## config.mk

```make
export PLATFORM = sky130hd
export DESIGN_NAME = lfsr_capture_fifo
export DESIGN_NICKNAME = d
export VERILOG_FILES = /design/src/rtl/lfsr_capture_fifo.sv
export SDC_FILE = /design/constraint.sdc
export NUM_CORES = 1
export LEC_CHECK = 0
export CAP_MARGIN = 20
export CORE_MARGIN = 5
export CORE_UTILIZATION = 45
export DETAILED_ROUTE_END_ITERATION = 10
export GPL_ROUTABILITY_DRIVEN = 0
export PLACE_DENSITY = 0.76
export SLEW_MARGIN = 30
export SYNTH_ARGS = -nofsm -noshare
export SYNTH_HDL_FRONTEND = slang
export SYNTH_SLANG_ARGS = --single-unit
```

## constraint.sdc

```tcl
create_clock -name clock -period 5.1 [get_ports clock]
set_input_delay 1.02 -clock clock [delete_from_list [all_inputs] [get_ports clock]]
set_output_delay 1.02 -clock clock [all_outputs]
set_load 0.1 [all_outputs]
```

## src/rtl/lfsr_capture_fifo.sv

```systemverilog
// Capture FIFO for the LFSR application unit: buffers Q samples onto a valid/ready
// stream, tracks drop statistics and measures the LFSR sequence period.
module lfsr_capture_fifo #(
  parameter int n     = 8,
  parameter int DEPTH = 8,
  parameter int PW    = 16
) (
  input  logic                   clock,
  input  logic                   reset,
  input  logic                   clear,
  input  logic                   cap_en,
  input  logic [n-1:0]           Q_in,
  output logic [n-1:0]           out_data,
  output logic                   out_valid,
  input  logic                   out_ready,
  output logic [$clog2(DEPTH):0] count,
  output logic                   overflow,
  output logic [7:0]             drop_cnt,
  output logic [PW-1:0]          period,
  output logic                   period_valid
);

  localparam int AW = $clog2(DEPTH);
  localparam int CW = AW + 1;

  typedef enum logic [1:0] {
    IDLE,
    COUNT,
    DONE
  } state_t;

  logic [n-1:0]  mem_q [DEPTH];
  logic [AW-1:0] wr_ptr_q, wr_ptr_d;
  logic [AW-1:0] rd_ptr_q, rd_ptr_d;
  logic [CW-1:0] count_q, count_d;
  logic          overflow_q, overflow_d;
  logic [7:0]    drop_cnt_q, drop_cnt_d;

  state_t        state_q;
  logic [n-1:0]  ref_val_q;
  logic [PW-1:0] cnt_q;
  logic [PW-1:0] cnt_inc;
  logic [PW-1:0] period_q;
  logic          period_valid_q;

  logic push, pop, full, do_push, drop, wr_en;

  assign out_valid    = (count_q != '0);
  assign out_data     = mem_q[rd_ptr_q];
  assign count        = count_q;
  assign overflow     = overflow_q;
  assign drop_cnt     = drop_cnt_q;
  assign period       = period_q;
  assign period_valid = period_valid_q;
  assign cnt_inc      = cnt_q + PW'(1);

  // A push into a full FIFO only succeeds when the head leaves on the same edge.
  always_comb begin
    push       = cap_en;
    pop        = out_valid & out_ready;
    full       = (count_q == CW'(DEPTH));
    do_push    = push & (~full | pop);
    drop       = push & full & ~pop;
    wr_en      = do_push & ~clear;
    wr_ptr_d   = wr_ptr_q;
    rd_ptr_d   = rd_ptr_q;
    count_d    = count_q;
    overflow_d = overflow_q;
    drop_cnt_d = drop_cnt_q;
    if (clear) begin
      wr_ptr_d   = '0;
      rd_ptr_d   = '0;
      count_d    = '0;
      overflow_d = 1'b0;
      drop_cnt_d = '0;
    end else begin
      if (do_push) wr_ptr_d = wr_ptr_q + AW'(1);
      if (pop)     rd_ptr_d = rd_ptr_q + AW'(1);
      case ({do_push, pop})
        2'b10:   count_d = count_q + CW'(1);
        2'b01:   count_d = count_q - CW'(1);
        default: count_d = count_q;
      endcase
      if (drop) begin
        overflow_d = 1'b1;
        if (drop_cnt_q != 8'hFF) drop_cnt_d = drop_cnt_q + 8'd1;
      end
    end
  end

  always_ff @(posedge clock or posedge reset) begin
    if (reset) begin
      wr_ptr_q   <= '0;
      rd_ptr_q   <= '0;
      count_q    <= '0;
      overflow_q <= 1'b0;
      drop_cnt_q <= '0;
    end else begin
      wr_ptr_q   <= wr_ptr_d;
      rd_ptr_q   <= rd_ptr_d;
      count_q    <= count_d;
      overflow_q <= overflow_d;
      drop_cnt_q <= drop_cnt_d;
    end
  end

  // Storage is cleared so out_data reads zero after reset or clear.
  always_ff @(posedge clock or posedge reset) begin
    if (reset) begin
      for (int i = 0; i < DEPTH; i++) mem_q[i] <= '0;
    end else if (clear) begin
      for (int i = 0; i < DEPTH; i++) mem_q[i] <= '0;
    end else if (wr_en) begin
      mem_q[wr_ptr_q] <= Q_in;
    end
  end

  // Period FSM counts every capture, dropped or not, until Q returns to its first value.
  always_ff @(posedge clock or posedge reset) begin
    if (reset) begin
      state_q        <= IDLE;
      ref_val_q      <= '0;
      cnt_q          <= '0;
      period_q       <= '0;
      period_valid_q <= 1'b0;
    end else if (clear) begin
      state_q        <= IDLE;
      ref_val_q      <= '0;
      cnt_q          <= '0;
      period_q       <= '0;
      period_valid_q <= 1'b0;
    end else begin
      case (state_q)
        IDLE: begin
          if (cap_en) begin
            ref_val_q <= Q_in;
            cnt_q     <= '0;
            state_q   <= COUNT;
          end
        end
        COUNT: begin
          if (cap_en) begin
            cnt_q <= cnt_inc;
            if (Q_in == ref_val_q) begin
              period_q       <= cnt_inc;
              period_valid_q <= 1'b1;
              state_q        <= DONE;
            end else if (cnt_inc == '1) begin
              period_q       <= '1;
              period_valid_q <= 1'b1;
              state_q        <= DONE;
            end
          end
        end
        DONE: begin
          state_q <= DONE;
        end
        default: state_q <= IDLE;
      endcase
    end
  end

endmodule

```

==> flow_metrics.env, run 1 <==
export IMPL_critical_path_fanout_max=10
export IMPL_post_synth_xor_area_fraction_pct=5.17
export IMPL_setup_worst_path_end_class="primary output"
export IMPL_critical_path_slowest_cell="sky130_fd_sc_hd__clkdlybuf4s50_1"
export IMPL_synthesis_instances=615
export IMPL_static_leakage_power_nw=3.38
export IMPL_crit_type="flip-flop to primary output"
export IMPL_die_h_um=130
export IMPL_power_net_switching_w=0.00104
export IMPL_drt_pass1_iterations=5
export IMPL_vdd_ir_drop_max_uv=223
export IMPL_clock_latency_ns=0.42
export IMPL_cts_buffers=17
export IMPL_finalHoldViolCount=0
export IMPL_tritoncts="yes"
export IMPL_global_route_overflow_total=0
export IMPL_post_route_cells_drive_above_1_share_pct=12.4
export IMPL_number_of_global_route_vias_before_repair=4786
export IMPL_share_clk_of_total_power_pct=39.0
export IMPL_start_kind="flip-flop"
export IMPL_placed_cell_count=808
export IMPL_post_cts_resized_instances=0
export IMPL_fmaxAchievable_ghz=0.234
export IMPL_drt_iter0_drc=455
export IMPL_final_hold_worst_slack_ns=0.514
export IMPL_rsz0062_at_grt="no"
export IMPL_cts_setup_buffers=0
export IMPL_synth_nets=638
export IMPL_drt_antenna_violating_nets=0
export IMPL_final_period_utilization_pct=83.8
export IMPL_die_area_mm2=0.0168
export IMPL_mappedNetlistArea_mm2=0.00644
export IMPL_routed_wl_um=14800
export IMPL_post_dp_hpwl_um=9800
export IMPL_clk_pin_slew_ns=0.06
export IMPL_vias_per_cell=5.67
export IMPL_max_clock_path_buffers=2
export IMPL_power_switching_fraction_pct=34.1
export IMPL_synth_seq_area_share_pct=49.0
export IMPL_int_power_w=0.00202
export IMPL_multiInputGateArea_mm2=0.00300
export IMPL_max_stage_delay_ns=0.97
export IMPL_cts_num_sinks=126
export IMPL_synth_area_mux_share_pct=16.5
export IMPL_post_synth_num_cell_types=44
export IMPL_globalRouteTotalUtil_pct=18.7
export IMPL_n_fill_cell=1151
export IMPL_yosys_most_used_dff="sky130_fd_sc_hd__dfrtp_1"
export IMPL_pwr_share_seq_pct=36.6
export IMPL_outcome="completed"
export IMPL_synth_edf_count=0
export IMPL_core_area_mm2=0.0139
export IMPL_finalMaxSlewViolations=0
export IMPL_synth_top_family_by_area="multiplexers"
export IMPL_clock_skew_ns=0.00864
export IMPL_synthesized_area_fraction_occupied_by_ao_oa_aoi_and_oai_cells_pct=8.98
export IMPL_antenna_cells=0
export IMPL_initial_core_util_pct=46.2
export IMPL_maximum_number_of_pins_on_one_net_before_global_route_repair=88
export IMPL_rows=43
export IMPL_yosysWarningCount=0
export IMPL_htree_num_levels=4
export IMPL_port_buffers=51
export IMPL_tightest_slew_ns=0.991
export IMPL_fin_total_pwr_w=0.00306
export IMPL_power_dens_cells_mw_per_mm2=400
export IMPL_seq_area_mm2=0.00315
export IMPL_design_final_nets=670
export IMPL_synth_simple_area_share_pct=13.9
export IMPL_timing_critical_path_cells="buf_4 > mux4_2 > mux2_2 > clkdlybuf4s50_1"
export IMPL_wl_per_cell_um=17.6
export IMPL_finalCriticalPeriod_ns=4.28
export IMPL_worstPathArrival_ns=3.26
export IMPL_worst_endpoint_required_ns=4.08
export IMPL_postSynth_asyncResetShare_pct=100
export IMPL_number_of_endpoints_failing_setup_at_the_final_stage=0
export IMPL_yosys_area_share_adder_pct=1.94
export IMPL_setup_total_negative_slack_ns=0
export IMPL_routed_via_count=4759
export IMPL_final_critical_path_setup_slack_ns=0.824
export IMPL_ys_seq_elements=126
export IMPL_hp_class="flip-flop to flip-flop"
export IMPL_layout_area_overhead_vs_synth_pct=18.8
export IMPL_dpl_worst_slack_ns=1.20
export IMPL_grt_first_pass_wirelength_um=24500
export IMPL_non_filler_instance_count_after_layout=840
export IMPL_max_slew_margin_rel_pct=33.7
export IMPL_cts_root_buf="sky130_fd_sc_hd__clkbuf_16"
export IMPL_floorplan_io_pins=52
export IMPL_comb_power_share_pct=24.4
export IMPL_hold_buffers=0
export IMPL_grt_antenna_before_repair=0
export IMPL_timing_max_cap_violations=0
export IMPL_synth_area_per_cell_um2=10.5
export IMPL_die_w_um=130
export IMPL_drcViolationCount=0
## layout by cell type (no fill, tap or decap), types with 4 or more instances in the layout
cell,netlist,final
sky130_fd_sc_hd__mux4_2,16,16
sky130_fd_sc_hd__clkdlybuf4s50_1,0,50
sky130_fd_sc_hd__ha_1,10,10
sky130_fd_sc_hd__a221oi_2,7,7
sky130_fd_sc_hd__inv_1,26,25
sky130_fd_sc_hd__xnor2_1,15,15
sky130_fd_sc_hd__buf_4,0,11
sky130_fd_sc_hd__o31ai_1,7,7
sky130_fd_sc_hd__a221oi_1,9,9
sky130_fd_sc_hd__mux2_2,8,8
sky130_fd_sc_hd__and3_1,6,6
sky130_fd_sc_hd__xor2_1,23,23
sky130_fd_sc_hd__clkbuf_16,0,17
sky130_fd_sc_hd__clkinvlp_4,0,4
sky130_fd_sc_hd__a31oi_1,6,6
sky130_fd_sc_hd__nand2_1,44,44
sky130_fd_sc_hd__nor3b_1,4,4
sky130_fd_sc_hd__nand3_1,28,28
sky130_fd_sc_hd__nor2_1,90,89
sky130_fd_sc_hd__a21oi_1,27,26
sky130_fd_sc_hd__nand4_1,6,6
sky130_fd_sc_hd__mux2i_1,61,61
sky130_fd_sc_hd__o21ai_0,18,18
sky130_fd_sc_hd__dfrtp_1,126,126
## registers in the layout, indices dropped and copies added (netlist names)
signal / cells
ref_val_q: 8
drop_cnt: 8
state_q: 2
cnt_q: 16
overflow: 1
mem_q: 64
period: 16
rd_ptr_q: 3
period_valid: 1
count: 4
wr_ptr_q: 3
## layout make-up
class	count	share of cell area [%]
timing repair buffer	61	7.62
inverter	26	1.34
multi-input combinational	415	39.2
tap	180	2.95
sequential	126	41.2
clock inverter	13	1.83
clock buffer	19	5.79
## cells in the mapped netlist (6+ instances only)
cell type,number,share of area (%)
sky130_fd_sc_hd__o21ai_0,18,1.4
sky130_fd_sc_hd__a221oi_2,7,1.6
sky130_fd_sc_hd__a221oi_1,9,1.2
sky130_fd_sc_hd__mux2_2,8,1.4
sky130_fd_sc_hd__nand4_1,6,0.58
sky130_fd_sc_hd__buf_1,10,0.58
sky130_fd_sc_hd__ha_1,10,1.9
sky130_fd_sc_hd__nand2_1,44,2.6
sky130_fd_sc_hd__and3_1,6,0.58
sky130_fd_sc_hd__mux2i_1,61,9.5
sky130_fd_sc_hd__xnor2_1,15,2.0
sky130_fd_sc_hd__mux4_2,16,5.6
sky130_fd_sc_hd__nand3_1,28,2.2
sky130_fd_sc_hd__o31ai_1,7,0.82
sky130_fd_sc_hd__clkbuf_1,33,1.9
sky130_fd_sc_hd__a21oi_1,27,2.1
sky130_fd_sc_hd__a31oi_1,6,0.58
sky130_fd_sc_hd__dfrtp_1,126,49
sky130_fd_sc_hd__inv_1,26,1.5
sky130_fd_sc_hd__xor2_1,23,3.1
sky130_fd_sc_hd__nor2_1,90,5.2
## routing by layer
metal  vias up  GRT usage (%)  part of all wire (%)
met5         -              0                     0
met4         0           6.05                   1.9
met3        30           5.28                   6.4
met2       171           30.5                    49
met1      2350           24.1                    42
li1       2208              -                     -
## final timing paths
check / start / end / slack (ns) / cells after the start
setup / recovery: rd_ptr_q[0]$_DFFE_PP0P_ / out_data[6] / 0.82 / 4
hold / removal: overflow$_DFFE_PP0P_ / overflow$_DFFE_PP0P_ / 0.51 / 2
setup reg to reg: cnt_q[0]$_DFFE_PP0P_ / period[12]$_DFFE_PP0P_ / 1.54 / 8
hold reg to reg: overflow$_DFFE_PP0P_ / overflow$_DFFE_PP0P_ / 0.51 / 2
max in group asynchronous: reset / period[9]$_DFFE_PP0P_ / 3.13 / 3
min in group asynchronous: reset / drop_cnt[5]$_DFFE_PP0P_ / 1.13 / 2
## critical path: cells and delay by family, from the launching register on
kind | cells | cell delay, ns
muxes | 2 | 0.81
DFF | 1 | 0.71
buffers and inverters | 2 | 1.30
## power by group through the flow
stage,logic [W],clock network (W),registers [W]
6_report,0.000746,0.00119,0.00112
5_1_grt,0.000797,0.00126,0.00113
4_1_cts,0.000746,0.00120,0.00112
3_5_place_dp,0.000742,0,0.00114
3_3_place_gp,0.000714,0,0.00113
2_1_floorplan,0.000498,0,0.00120
## logic make-up after synthesis
kind of cell / count (synthesis)
xor+xnor: 38
buf+inv: 74
simple gates: 199
flops: 126
mux: 85
fa+ha+maj: 10
compound gates: 83
## per-stage QoR
stage | utilization (%) | instance area [um2]
after global routing | 54.9 | 7650
after detailed placement | 50.7 | 7060
after global placement | 50.6 | 7060
after floorplan | - | 6440
after CTS | 54.9 | 7650
final | 54.9 | 7650
No activity file was read; power rests on OpenSTA's default activity.
==> run 2, diff against run 1 <==
==> constraint.sdc (replaced) <==
create_clock -name clock -period 4 [get_ports clock]
set_input_delay 0.8 -clock clock [delete_from_list [all_inputs] [get_ports clock]]
set_output_delay 0.8 -clock clock [all_outputs]
set_load 0.1 [all_outputs]
==> flow_metrics.env, run 2 (synthesis results as in run 1) <==
export IMPL_routed_wl_um=14900
export IMPL_cts_root_buf="sky130_fd_sc_hd__clkbuf_16"
export IMPL_setup_worst_path_end_class="flip-flop"
export IMPL_clock_skew_ns=0.00666
export IMPL_clk_pin_slew_ns=0.05
export IMPL_worstPathArrival_ns=3.74
export IMPL_final_cell_mix="sky130_fd_sc_hd__dfrtp_1, sky130_fd_sc_hd__nor2_1, sky130_fd_sc_hd__mux2i_1"
export IMPL_hp_class="flip-flop to flip-flop"
export IMPL_die_area_mm2=0.0168
export IMPL_vdd_ir_drop_max_uv=345
export IMPL_antenna_cells=0
export IMPL_drt_iter0_drc=466
export IMPL_power_dens_cells_mw_per_mm2=498
export IMPL_number_of_endpoints_failing_setup_at_the_final_stage=0
export IMPL_tritoncts="yes"
export IMPL_vias_per_cell=5.64
export IMPL_finalCriticalPeriod_ns=3.44
export IMPL_finalHoldViolCount=0
export IMPL_grt_first_pass_wirelength_um=24700
export IMPL_port_buffers=51
export IMPL_wl_per_cell_um=17.5
export IMPL_core_area_mm2=0.0139
export IMPL_non_filler_instance_count_after_layout=852
export IMPL_timing_max_cap_violations=0
export IMPL_seq_area_mm2=0.00315
export IMPL_drcViolationCount=0
export IMPL_floorplan_io_pins=52
export IMPL_drt_antenna_violating_nets=0
export IMPL_final_period_utilization_pct=86.0
export IMPL_hold_buffers=0
export IMPL_rows=43
export IMPL_outcome="completed"
export IMPL_globalRouteTotalUtil_pct=18.9
export IMPL_placed_cell_count=820
export IMPL_design_final_nets=682
export IMPL_start_kind="flip-flop"
export IMPL_fmaxAchievable_ghz=0.291
export IMPL_rsz0062_at_grt="no"
export IMPL_die_h_um=130
export IMPL_clock_latency_ns=0.42
export IMPL_multiInputGateArea_mm2=0.00299
export IMPL_static_leakage_power_nw=3.47
export IMPL_die_w_um=130
export IMPL_max_clock_path_buffers=2
export IMPL_worst_endpoint_required_ns=4.30
export IMPL_initial_core_util_pct=46.2
export IMPL_cts_buffers=17
export IMPL_cts_num_sinks=126
export IMPL_crit_type="flip-flop to flip-flop"
export IMPL_drt_pass1_iterations=5
export IMPL_finalMaxSlewViolations=0
export IMPL_routed_via_count=4808
export IMPL_setup_total_negative_slack_ns=0
export IMPL_htree_num_levels=4
export IMPL_max_slew_margin_rel_pct=34.4
export IMPL_flip_flop_count_of_the_largest_register_all_copies_and_words_added=64
export IMPL_post_cts_resized_instances=0
export IMPL_global_route_overflow_total=0
export IMPL_number_of_global_route_vias_before_repair=4850
export IMPL_grt_antenna_before_repair=0
export IMPL_post_dp_hpwl_um=10300
export IMPL_critical_path_fanout_max=16
export IMPL_layout_area_overhead_vs_synth_pct=20.4
export IMPL_layout_commonest_cell="sky130_fd_sc_hd__dfrtp_1"
export IMPL_registers_top_by_ff_count="mem_q"
export IMPL_post_route_cells_drive_above_1_share_pct=14.7
export IMPL_maximum_number_of_pins_on_one_net_before_global_route_repair=59
export IMPL_n_fill_cell=1154
export IMPL_tightest_slew_ns=0.980
export IMPL_cts_setup_buffers=0
[run 2: changes by cell type in the layout (fill, tap and decap cells not counted), moves of 2 or more]
| cell | delta |
|---|---|
| sky130_fd_sc_hd__buf_4 | +17 |
| sky130_fd_sc_hd__buf_16 | +2 |
| sky130_fd_sc_hd__clkbuf_8 | +3 |
| sky130_fd_sc_hd__inv_6 | -3 |
| sky130_fd_sc_hd__clkdlybuf4s50_1 | -8 |
[run 2: metal layers]
layer	up-vias	track usage (%)	routed length, um
met2	127	30.8	7430
met1	2411	24.1	6320
met4	0	8.68	479
li1	2235	-	-
met3	35	4.33	701
met5	-	0	0
[run 2: path summary, 6_finish.rpt]
path / startpoint / endpoint / slack (ns) / cells after the start
max: cnt_q[0]$_DFFE_PP0P_ / period[9]$_DFFE_PP0P_ / 0.56 / 8
min: cnt_q[15]$_DFFE_PP0P_ / cnt_q[15]$_DFFE_PP0P_ / 0.50 / 2
max reg2reg: cnt_q[0]$_DFFE_PP0P_ / period[9]$_DFFE_PP0P_ / 0.56 / 8
min reg2reg: cnt_q[15]$_DFFE_PP0P_ / cnt_q[15]$_DFFE_PP0P_ / 0.50 / 2
max in group asynchronous: reset / wr_ptr_q[2]$_DFFE_PP0P_ / 2.63 / 4
min in group asynchronous: reset / overflow$_DFFE_PP0P_ / 0.71 / 2
[run 2: critical path, cell delays in order, from the launching register on]
cell and delay (ns):
sky130_fd_sc_hd__dfrtp_1 0.47, sky130_fd_sc_hd__ha_1 0.33, sky130_fd_sc_hd__nand3_1 0.35, sky130_fd_sc_hd__nor3b_1 0.33
sky130_fd_sc_hd__a31oi_1 0.05, sky130_fd_sc_hd__or4_1 0.41, sky130_fd_sc_hd__o41a_1 0.41, sky130_fd_sc_hd__or2_1 0.51
sky130_fd_sc_hd__a221oi_1 0.44
[run 2: per-stage QoR]
step / power [W] / utilization [%] / setup slack (ns) / hold WS (ns) / instance area, um2
floorplan: 0.00216 / - / 0.512 / 0.470 / 6440
global placement: 0.00236 / 51.1 / 0.761 / 0.486 / 7120
detailed placement: 0.00240 / 51.5 / 0.551 / 0.493 / 7180
CTS: 0.00388 / 55.6 / 0.527 / 0.505 / 7750
global route: 0.00402 / 55.6 / 0.255 / 0.532 / 7750
finish: 0.00386 / 55.6 / 0.560 / 0.499 / 7750
[run 2: power breakdown]
part           switching, W  total, W  leakage [nW]  internal, W
Sequential        0.0000943   0.00143          1.74      0.00134
Clock              0.000557   0.00147         0.275     0.000917
Combinational      0.000643  0.000953          1.45     0.000310
Total               0.00129   0.00386          3.47      0.00256
[run 2: final cells by class]
type | instances | area share [%]
flip-flops and latches | 126 | 40.7
multi-input cells | 415 | 38.6
repair buffers | 73 | 9.10
clock buffers | 23 | 6.29
well taps | 180 | 2.91
inverters | 26 | 1.31
clock inverters | 9 | 1.10
